$ cat src/rtl/micro_rx_pkg.sv
// Shared types and defaults for the micro parallel-port receiver.
package micro_rx_pkg;

  localparam int unsigned H_ACTIVE_DEF = 480;
  localparam int unsigned V_ACTIVE_DEF = 272;

  typedef enum logic [7:0] {
    OP_NOP          = 8'h00,
    OP_SET_X        = 8'h01,
    OP_SET_Y        = 8'h02,
    OP_WRITE_PIXELS = 8'h03,
    OP_CLR_STATUS   = 8'h05
  } opcode_t;

  typedef enum logic [2:0] {
    StIdle,
    StCoordLo,
    StCoordHi,
    StPixR,
    StPixG,
    StPixB
  } state_t;

  typedef struct packed {
    logic [7:0] r;
    logic [7:0] g;
    logic [7:0] b;
  } rgb_t;

endpackage

$ cat src/rtl/micro_port_rx_if.sv
// Pixel write request channel: valid/ready handshake carrying coordinates and colour.
interface micro_port_rx_if #(
  parameter int unsigned COORD_W = 10
) ();

  logic               pix_wr_valid;
  logic               pix_wr_ready;
  logic [COORD_W-1:0] pix_x;
  logic [COORD_W-1:0] pix_y;
  logic [23:0]        pix_rgb;

  modport master (
    output pix_wr_valid,
    output pix_x,
    output pix_y,
    output pix_rgb,
    input  pix_wr_ready
  );

  modport slave (
    input  pix_wr_valid,
    input  pix_x,
    input  pix_y,
    input  pix_rgb,
    output pix_wr_ready
  );

endinterface

$ cat src/rtl/micro_strobe_sync.sv
// Multi-flop synchronizer for the async {write, rsel, data} bus plus a registered
// rising-edge detector on the synchronized write strobe.
module micro_strobe_sync #(
  parameter int unsigned SYNC_STAGES = 2
) (
  input  logic       clk,
  input  logic       rst_n,
  input  logic       write,
  input  logic       rsel,
  input  logic [7:0] data,
  output logic       byte_evt,
  output logic [7:0] byte_data,
  output logic       byte_rsel
);

  logic [9:0] sync_q [SYNC_STAGES];
  logic       write_prev_q;

  // Synchronizer chain; the whole bus moves together, bus hold time covers skew.
  always_ff @(posedge clk) begin
    if (!rst_n) begin
      for (int i = 0; i < SYNC_STAGES; i++) sync_q[i] <= '0;
    end else begin
      sync_q[0] <= {write, rsel, data};
      for (int i = 1; i < SYNC_STAGES; i++) sync_q[i] <= sync_q[i-1];
    end
  end

  // Registered rising-edge pulse with the byte captured alongside it.
  always_ff @(posedge clk) begin
    if (!rst_n) begin
      write_prev_q <= 1'b0;
      byte_evt     <= 1'b0;
      byte_data    <= '0;
      byte_rsel    <= 1'b0;
    end else begin
      write_prev_q <= sync_q[SYNC_STAGES-1][9];
      byte_evt     <= sync_q[SYNC_STAGES-1][9] & ~write_prev_q;
      byte_rsel    <= sync_q[SYNC_STAGES-1][8];
      byte_data    <= sync_q[SYNC_STAGES-1][7:0];
    end
  end

endmodule

$ cat src/rtl/micro_port_rx.sv
// Receiver for the microcontroller's 8-bit parallel port: decodes command/data bytes,
// keeps the X/Y cursor and emits one-deep buffered pixel write requests.
// Optional feature: define MICRO_RX_TIMEOUT_EN to abort stalled multi-byte sequences.
module micro_port_rx
  import micro_rx_pkg::*;
#(
  parameter int unsigned SYNC_STAGES = 2,
  parameter int unsigned H_ACTIVE    = H_ACTIVE_DEF,
  parameter int unsigned V_ACTIVE    = V_ACTIVE_DEF,
  parameter int unsigned COORD_W     = 10
`ifdef MICRO_RX_TIMEOUT_EN
  ,
  parameter int unsigned TIMEOUT_CYCLES = 50000
`endif
) (
  input  logic                  Clk,
  input  logic                  Reset,
  input  logic [7:0]            fpga_port_in,
  input  logic                  fpga_rsel,
  input  logic                  fpga_write,
  micro_port_rx_if.master       pix,
  output logic                  busy,
  output logic                  cmd_err,
  output logic                  ovf_err,
  output logic                  rx_activity
);

  localparam logic [COORD_W-1:0] XLast = COORD_W'(H_ACTIVE - 1);
  localparam logic [COORD_W-1:0] YLast = COORD_W'(V_ACTIVE - 1);

  logic               byte_evt;
  logic [7:0]         byte_data;
  logic               byte_rsel;

  state_t             state_q;
  logic               coord_is_y_q;
  logic [7:0]         lo_q;
  logic [7:0]         r_q;
  logic [7:0]         g_q;
  logic [COORD_W-1:0] x_q;
  logic [COORD_W-1:0] y_q;

  logic               valid_q;
  logic [COORD_W-1:0] pix_x_q;
  logic [COORD_W-1:0] pix_y_q;
  rgb_t               pix_rgb_q;

  logic               hs;
  logic [COORD_W-1:0] x_adv;
  logic [COORD_W-1:0] y_adv;
  logic [COORD_W-1:0] coord_val;

`ifdef MICRO_RX_TIMEOUT_EN
  localparam int unsigned CntW = (TIMEOUT_CYCLES > 1) ? $clog2(TIMEOUT_CYCLES) : 1;
  logic [CntW-1:0] to_cnt_q;
`endif

  micro_strobe_sync #(
    .SYNC_STAGES(SYNC_STAGES)
  ) u_sync (
    .clk      (Clk),
    .rst_n    (Reset),
    .write    (fpga_write),
    .rsel     (fpga_rsel),
    .data     (fpga_port_in),
    .byte_evt (byte_evt),
    .byte_data(byte_data),
    .byte_rsel(byte_rsel)
  );

  assign hs        = valid_q & pix.pix_wr_ready;
  assign coord_val = {byte_data[COORD_W-9:0], lo_q};

  // Cursor as it will be after this cycle's handshake, so a pixel loaded in the
  // same cycle as a retirement picks up the advanced position.
  always_comb begin
    x_adv = x_q;
    y_adv = y_q;
    if (hs) begin
      if (x_q == XLast) begin
        x_adv = '0;
        y_adv = (y_q == YLast) ? '0 : y_q + 1'b1;
      end else begin
        x_adv = x_q + 1'b1;
      end
    end
  end

  // Decoder FSM, cursor, pixel output register and sticky status flags.
  always_ff @(posedge Clk) begin
    if (!Reset) begin
      state_q      <= StIdle;
      coord_is_y_q <= 1'b0;
      lo_q         <= '0;
      r_q          <= '0;
      g_q          <= '0;
      x_q          <= '0;
      y_q          <= '0;
      valid_q      <= 1'b0;
      pix_x_q      <= '0;
      pix_y_q      <= '0;
      pix_rgb_q    <= '0;
      cmd_err      <= 1'b0;
      ovf_err      <= 1'b0;
      rx_activity  <= 1'b0;
`ifdef MICRO_RX_TIMEOUT_EN
      to_cnt_q     <= '0;
`endif
    end else begin
      if (hs) begin
        valid_q <= 1'b0;
        x_q     <= x_adv;
        y_q     <= y_adv;
      end

      if (byte_evt) begin
        rx_activity <= ~rx_activity;
        if (!byte_rsel) begin
          // Command bytes abort any sequence and decode as if from idle.
          case (byte_data)
            OP_NOP:          state_q <= StIdle;
            OP_SET_X: begin
              state_q      <= StCoordLo;
              coord_is_y_q <= 1'b0;
            end
            OP_SET_Y: begin
              state_q      <= StCoordLo;
              coord_is_y_q <= 1'b1;
            end
            OP_WRITE_PIXELS: state_q <= StPixR;
            OP_CLR_STATUS: begin
              state_q <= StIdle;
              cmd_err <= 1'b0;
              ovf_err <= 1'b0;
            end
            default: begin
              state_q <= StIdle;
              cmd_err <= 1'b1;
            end
          endcase
        end else begin
          case (state_q)
            StIdle: cmd_err <= 1'b1;
            StCoordLo: begin
              lo_q    <= byte_data;
              state_q <= StCoordHi;
            end
            StCoordHi: begin
              state_q <= StIdle;
              if (coord_is_y_q) begin
                if (coord_val <= YLast) y_q <= coord_val;
                else cmd_err <= 1'b1;
              end else begin
                if (coord_val <= XLast) x_q <= coord_val;
                else cmd_err <= 1'b1;
              end
            end
            StPixR: begin
              r_q     <= byte_data;
              state_q <= StPixG;
            end
            StPixG: begin
              g_q     <= byte_data;
              state_q <= StPixB;
            end
            StPixB: begin
              state_q <= StPixR;
              if (!valid_q || hs) begin
                valid_q   <= 1'b1;
                pix_x_q   <= x_adv;
                pix_y_q   <= y_adv;
                pix_rgb_q <= '{r: r_q, g: g_q, b: byte_data};
              end else begin
                ovf_err <= 1'b1;
              end
            end
            default: state_q <= StIdle;
          endcase
        end
      end

`ifdef MICRO_RX_TIMEOUT_EN
      if (byte_evt) begin
        to_cnt_q <= '0;
      end else if (state_q inside {StCoordLo, StCoordHi, StPixG, StPixB}) begin
        if (to_cnt_q == CntW'(TIMEOUT_CYCLES - 1)) begin
          to_cnt_q <= '0;
          cmd_err  <= 1'b1;
          state_q  <= (state_q inside {StPixG, StPixB}) ? StPixR : StIdle;
        end else begin
          to_cnt_q <= to_cnt_q + 1'b1;
        end
      end else begin
        to_cnt_q <= '0;
      end
`endif
    end
  end

  assign busy             = (state_q != StIdle);
  assign pix.pix_wr_valid = valid_q;
  assign pix.pix_x        = pix_x_q;
  assign pix.pix_y        = pix_y_q;
  assign pix.pix_rgb      = pix_rgb_q;

endmodule

$ cat src/flat_wrapper.sv
// flat-port wrapper written by rule: the top's interface ports become plain ports
module micro_port_rx_flat import micro_rx_pkg::*;
#(
  parameter int unsigned SYNC_STAGES = 2,
  parameter int unsigned H_ACTIVE    = H_ACTIVE_DEF,
  parameter int unsigned V_ACTIVE    = V_ACTIVE_DEF,
  parameter int unsigned COORD_W     = 10

)
  (Clk, Reset, fpga_port_in, fpga_rsel, fpga_write, busy, cmd_err, ovf_err, rx_activity, pix_pix_wr_valid, pix_pix_x, pix_pix_y, pix_pix_rgb, pix_pix_wr_ready);
  micro_port_rx_if #(.COORD_W(COORD_W)) pix_i ();
  input  logic Clk;
  input  logic Reset;
  input  logic [7:0] fpga_port_in;
  input  logic fpga_rsel;
  input  logic fpga_write;
  output logic busy;
  output logic cmd_err;
  output logic ovf_err;
  output logic rx_activity;
  output wire logic [$bits(pix_i.pix_wr_valid)-1:0] pix_pix_wr_valid;
  output wire logic [$bits(pix_i.pix_x)-1:0] pix_pix_x;
  output wire logic [$bits(pix_i.pix_y)-1:0] pix_pix_y;
  output wire logic [$bits(pix_i.pix_rgb)-1:0] pix_pix_rgb;
  input wire logic [$bits(pix_i.pix_wr_ready)-1:0] pix_pix_wr_ready;
  assign pix_pix_wr_valid = pix_i.pix_wr_valid;
  assign pix_pix_x = pix_i.pix_x;
  assign pix_pix_y = pix_i.pix_y;
  assign pix_pix_rgb = pix_i.pix_rgb;
  assign pix_i.pix_wr_ready = pix_pix_wr_ready;
  micro_port_rx #(.SYNC_STAGES(SYNC_STAGES), .H_ACTIVE(H_ACTIVE), .V_ACTIVE(V_ACTIVE), .COORD_W(COORD_W)) u_core (.Clk(Clk), .Reset(Reset), .fpga_port_in(fpga_port_in), .fpga_rsel(fpga_rsel), .fpga_write(fpga_write), .pix(pix_i), .busy(busy), .cmd_err(cmd_err), .ovf_err(ovf_err), .rx_activity(rx_activity));
endmodule
$ cat config.mk
export PLATFORM = sky130hd
export DESIGN_NAME = micro_port_rx_flat
export DESIGN_NICKNAME = d
export VERILOG_FILES = /design/src/rtl/micro_rx_pkg.sv /design/src/rtl/micro_port_rx_if.sv /design/src/rtl/micro_strobe_sync.sv /design/src/rtl/micro_port_rx.sv /design/src/flat_wrapper.sv
export SDC_FILE = /design/constraint.sdc
export NUM_CORES = 1
export LEC_CHECK = 0
export CAP_MARGIN = 25
export CORE_MARGIN = 2
export CORE_UTILIZATION = 30
export DETAILED_ROUTE_END_ITERATION = 10
export GPL_TIMING_DRIVEN = 1
export HOLD_SLACK_MARGIN = 0.02
export PLACE_DENSITY = 0.46
export SETUP_SLACK_MARGIN = 0.2
export SYNTH_ARGS = -nofsm -noshare
export SYNTH_HDL_FRONTEND = slang
export SYNTH_SLANG_ARGS = --single-unit
$ cat constraint.sdc
create_clock -name Clk -period 2.2 [get_ports Clk]
set_input_delay 0.44 -clock Clk [delete_from_list [all_inputs] [get_ports Clk]]
set_output_delay 0.44 -clock Clk [all_outputs]
set_load 0.005 [all_outputs]
# Word-level counts from Yosys, hierarchy flattened

Memory sizes are Yosys's and may differ from the RTL's.
Index checks and enable logic that the tools add are counted.

Bits in registers: 107
Memory bits (writable): 20
Bits of input ports: 13
Memories: 1

Add/subtract/negate cells: 2
Order comparisons: 2
Equal/unequal tests: 18
Multiplexer cells: 40
Bitwise logic cells: 7
Reduce and logical (&&, ||, !) cells: 17

Memory list:

| memory               | depth | width | read ports | clocked after memory_dff | write ports | line                    | RTL |
|---|---|---|---|---|---|---|---|
| u_core.u_sync.sync_q | 2     | 10    | 2          | 0                        | 2           | micro_strobe_sync.sv:16 | `logic [9:0] sync_q [SYNC_STAGES];` |

Operators with widths:

| cell                    | count |
|---|---|
| $mux W10                | 19 |
| $add A10 B1 Y10 const B | 2 |
| $eq A10 B9 Y1 const B   | 2 |
| $le A10 B9 Y1 const B   | 2 |
| $eq A8 B2 Y1 const B    | 2 |
| $mux W1                 | 15 |
| $pmux W3 S5             | 1 |
| $reduce_and A3 Y1       | 4 |
| $eq A8 B1 Y1 const B    | 1 |
| $eq A8 B3 Y1 const B    | 1 |
| $logic_not A8 Y1        | 1 |
| $reduce_and A4 Y1       | 2 |
| $eq A3 B2 Y1 const B    | 2 |
| $eq A3 B3 Y1 const B    | 2 |
| $pmux W1 S2             | 3 |
| $reduce_and A5 Y1       | 1 |
| $ne A2 B1 Y1 const B    | 2 |
| $ne A2 B2 Y1 const B    | 2 |
| $ne A4 B3 Y1 const B    | 1 |
| $ne A4 B4 Y1 const B    | 1 |
| $pmux W2 S2             | 1 |
| $reduce_bool A2 Y1      | 2 |
| $reduce_or A4 Y1        | 1 |
| $eq A3 B1 Y1 const B    | 1 |
| other kinds (11)        | 15 |

# Longest topological paths before layout

Depth in word-level cells: 10
Gate-level depth with buffers: 7
Depth with buffers taken out: 6

# Hierarchy

A second synthesis with hierarchy kept.

Cells, all modules: 543
Area, all modules: 4909.7 um^2

By module, submodules not included:

| module            | instances | cells an instance | area each (um^2) | sequential area each (um^2) |
|---|---|---|---|---|
| micro_port_rx     | 1         | 478               | 4067.7           | 1921.8 |
| micro_strobe_sync | 1         | 65                | 842.1            | 620.6 |

# Worst setup path before layout

No wires, ideal clock.

Kind: flip-flop to flip-flop
Start point: register u_core.x_q[0]
End point: register u_core.pix_y_q[8], in the netlist u_core.pix.pix_y[8]
Arrival: 1.580 ns
Data required time: 2.126 ns
Slack: 0.545 ns
Cell stages (with the launch flop): 8
Path through: dfxtp_1 ha_1 and4bb_4 nand3_1 buf_2 o41ai_1 nand2_1 a31oi_1

Word-level cells in the longest chain between the ends: 3

RTL lines:

| what                   | line                 | RTL |
|---|---|---|
| start, declared        | micro_port_rx.sv:40  | `logic [COORD_W-1:0] x_q;` |
| start signal, assigned | micro_port_rx.sv:112 | `x_q <= x_adv;` |
| start signal, assigned | micro_port_rx.sv:154 | `if (coord_val <= XLast) x_q <= coord_val;` |
| $eq A10 B9 Y1          | micro_port_rx.sv:80  | `if (x_q == XLast) begin` |
| $mux W10               | micro_port_rx.sv:80  |  |
| $mux W10               | micro_port_rx.sv:79  | `if (hs) begin` |
| end signal, assigned   | micro_port_rx.sv:171 | `pix_y_q <= y_adv;` |
| end, declared          | micro_port_rx.sv:45  | `logic [COORD_W-1:0] pix_y_q;` |

No other way between the ends.
A chain may end at the register's enable or synchronous reset.

# Worst setup path after layout

Start point: register u_core.state_q[0]
End point: output port busy

Word-level cells in the longest chain between the ends: 1

RTL lines:

| what                   | line                 | RTL |
|---|---|---|
| start, declared        | micro_port_rx.sv:35  | `state_t state_q;` |
| start signal, assigned | micro_port_rx.sv:92  | `state_q <= StIdle;` |
| start signal, assigned | micro_port_rx.sv:121 | `OP_NOP: state_q <= StIdle;` |
| start signal, assigned | micro_port_rx.sv:123 | `state_q <= StCoordLo;` |
| $reduce_bool A3 Y1     | micro_port_rx.sv:200 | `assign busy = (state_q != StIdle);` |
| end, declared          | flat_wrapper.sv:17   | `output logic busy;` |

No other way between the ends.

==> impl_metrics.py <==
metrics = {
    "die": {
        "die_w_um": 132,
        "start_util": 0.308,
        "die_h_um": 132,
        "io-pin-count": 62,
        "coreArea_sq_um": 15900,
        "floorplan.die_area_sq_um": 17400,
        "rows": 46,
    },
    "sta": {
        "fin_setup_tns_ps": 0,
        "worst_slew_pin_slew_ps": 557,
        "fin_crit_ps": 1880,
        "fin_crit_sh": 0.852,
        "hold_violations": 0,
        "layout_setup_ws_ps": 325,
        "rsz0062_at_grt": "false",
        "skew_ps": 6.53,
        "max_freq_ghz": 0.533,
        "setup_violations": 0,
        "slew_violations": 0,
        "relSlewSlack": 0.629,
    },
    "global_routing": {
        "grt_max_degree": 45,
        "grt_pass1_wl_um": 19800,
        "antenna_found_initial": 0,
        "grt-ovfl-total": 0,
        "grt_pass1_vias": 3945,
        "grt_usage": 0.143,
    },
    "synth": {
        "ys_seq_area_frac": 0.518,
        "ys_types": 51,
        "synth-edff-count": 0,
        "ys.flop_type": "dfxtp_1",
        "yosysTopAreaCell": "dfxtp_1",
        "ys_async_sr_fraction": 0,
        "yosysWarningCount": 0,
        "syn_area_sq_um": 4900,
        "synth.top_cell.area_share": 0.518,
        "synth_area_leaders": "dfxtp_1 52%, mux2i_1 5.7%, a21oi_1 5.1%",
        "synth-seq-cells": 127,
        "syn-instance-count": 533,
        "syn_avg_cell_area_sq_um": 9.20,
        "synth_nets": 548,
    },
    "setup_path": {
        "cp_slowest_cell": "or3_4",
        "crit_path_max_incr_delay_ps": 400,
        "cp_cell_sequence": "or3_4 > dlygate4sd2_1",
        "crit_type": "register to output pin",
        "arrival_ps": 1440,
        "cp.required_ps": 1760,
        "worst_setup_path_start_kind": "register",
        "critPathCaptureType": "output pin",
        "cp-startpoint": "u_core.state_q[0]",
        "rr_startpoint": "u_core.u_sync.byte_data[3]",
        "cp_max_fo": 7,
    },
    "placement": {
        "gp_congestion": 0.803,
        "dpl.hpwl_um": 8070,
        "pre_cts_slack_ps": 36.0,
        "numPortBuffers": 61,
        "dp_cells": 792,
    },
    "cts": {
        "cts_buffers": 17,
        "cts_sinks": 127,
        "cts_root_buf": "clkbuf_16",
        "clk_latency_ps": 420,
        "postCtsSetupBuffers": 0,
        "clk_pin_slew_worst_paths_ps": 60,
        "cts_tree": "done",
        "cts_max_path_buffers": 2,
        "htree_levels": 4,
    },
    "finish": {
        "drive_gt1_frac": 0.117,
        "diodes": 0,
        "final_cells": 824,
        "area_growth_pct": 30.5,
        "final_nets": 610,
    },
    "routing": {
        "drc": 0,
        "num_vias": 3864,
        "drt-initial-drc-count": 232,
        "routed_via_density": 4.69,
        "drt_wl_total_um": 11800,
        "wl_per_cell_um": 14.3,
        "first_pass_iters": 4,
        "postRouteAntennaNets": 0,
    },
    "worst_hold_path": {
        "worstHoldStart": "u_core.u_sync.write_prev_q",
        "hold_class": "register to register",
    },
    "outcome": {
        "status": "finished, final reports clean",
    },
    "pwr": {
        "p_leak_nw": 2.28,
        "vdd_drop_max_uv": 534,
        "powerDensity_nw_per_um2": 815,
    },
    "job": {
        "maxCapViolCount": 0,
    },
}
==> logic make-up (layout without fill, tap and decap cells) <==
group	count (synthesis)	after routing	share of synthesized area
compound gates	119	119	0.144
buf+inv	40	115	0.0390
fa+ha+maj	2	2	0.00510
mux	28	28	0.0571
simple gates	207	207	0.219
flops	127	127	0.518
xor+xnor	10	10	0.0179
==> placed cells by master (no fill, tap or decap), types with 6 or more instances in the layout <==
master / count
o21ai_0: 31
a211oi_1: 11
xnor2_1: 8
nand3_1: 14
nand2_1: 66
a31oi_1: 6
and2_1: 31
clkdlybuf4s50_1: 60
buf_4: 17
nand4_1: 6
clkbuf_16: 17
a21oi_1: 50
nor2_1: 52
clkinvlp_4: 6
mux2i_1: 28
dfxtp_1: 123
==> state kept, by name, summed over array words and instances (netlist names), 3 cells and up <==
signal	flops
u_core.state_q	3
u_core.lo_q	8
u_core.pix.pix_rgb	24
u_core.g_q	8
u_core.pix.pix_y	10
u_core.y_q	10
u_core.pix.pix_x	10
u_core.u_sync.sync_q	20
u_core.r_q	8
u_core.u_sync.byte_data	8
u_core.x_q	10
==> worst paths after layout <==
check                                 to  slack [ps]  cells past startpoint
setup / recovery                    busy         320                      2
hold / removal    u_core.u_sync.byte_evt         390                      1
hold reg to reg   u_core.u_sync.byte_evt         390                      1
setup reg to reg          u_core.cmd_err         360                      5
==> repair_timing <==
item	4_1_cts	5_1_grt
hold buffers	0	0
resized for setup	5	3
endpoints found under the setup margin	1	9
==> where the power goes <==
group	internal [W]	switching [W]	leakage, nW
sequential	0.00233	0.0000216	1.03
clock	0.00169	0.00104	0.267
combinational	0.0000635	0.0000697	0.981
total	0.00408	0.00113	2.28
==> cell usage after synthesis (3+ instances only) <==
| library cell | instances |
|---|---|
| nand3b_1 | 3 |
| o21ai_0 | 31 |
| buf_6 | 3 |
| and4_1 | 4 |
| a22oi_1 | 3 |
| a31oi_1 | 6 |
| mux2i_1 | 28 |
| buf_2 | 15 |
| nor3b_1 | 3 |
| nand4_1 | 6 |
| nand2b_1 | 3 |
| and2_1 | 31 |
| clkbuf_1 | 19 |
| a211oi_1 | 11 |
| dfxtp_1 | 127 |
| xnor2_1 | 8 |
| o31ai_1 | 3 |
| and3_1 | 4 |
| a21oi_1 | 50 |
| nor2_1 | 52 |
| nand3_1 | 14 |
| nand2_1 | 66 |
| nor2b_1 | 3 |
==> critical path: cells and delay by family, from the launching register on <==
family	cells	cell delay [ps]
simple gates	1	400
flops	1	350
buf+inv	1	270
==> through the flow <==
stage	hold slack (ps)	power, W	instance area [sq um]	utilization
floorplan	367	0.00247	4900	-
global placement	376	0.00253	5800	0.364
detailed placement	382	0.00253	5800	0.364
CTS	395	0.00528	6390	0.401
global route	413	0.00542	6400	0.402
finish	389	0.00522	6400	0.402
==> layout make-up <==
cell class                      count  area, sq um
Fill cell                        1585         9540
Sequential cell                   127         2550
Multi-Input combinational cell    366         2190
Timing Repair Buffer               81          797
Clock buffer                       19          443
Tap cell                          216          270
Clock inverter                     13          141
Inverter                            2         7.51
==> layer usage <==
layer  track usage  vias to the layer above  routed length [um]  share of wire
li1              -                     1978                   -              -
met1         0.175                     1796                5550           0.47
met2         0.236                       69                5540           0.47
met3        0.0365                       21                 467          0.040
met4        0.0676                        0                 250          0.021
met5             0                        -                   0              0
Power figures use the tool's default switching activity.
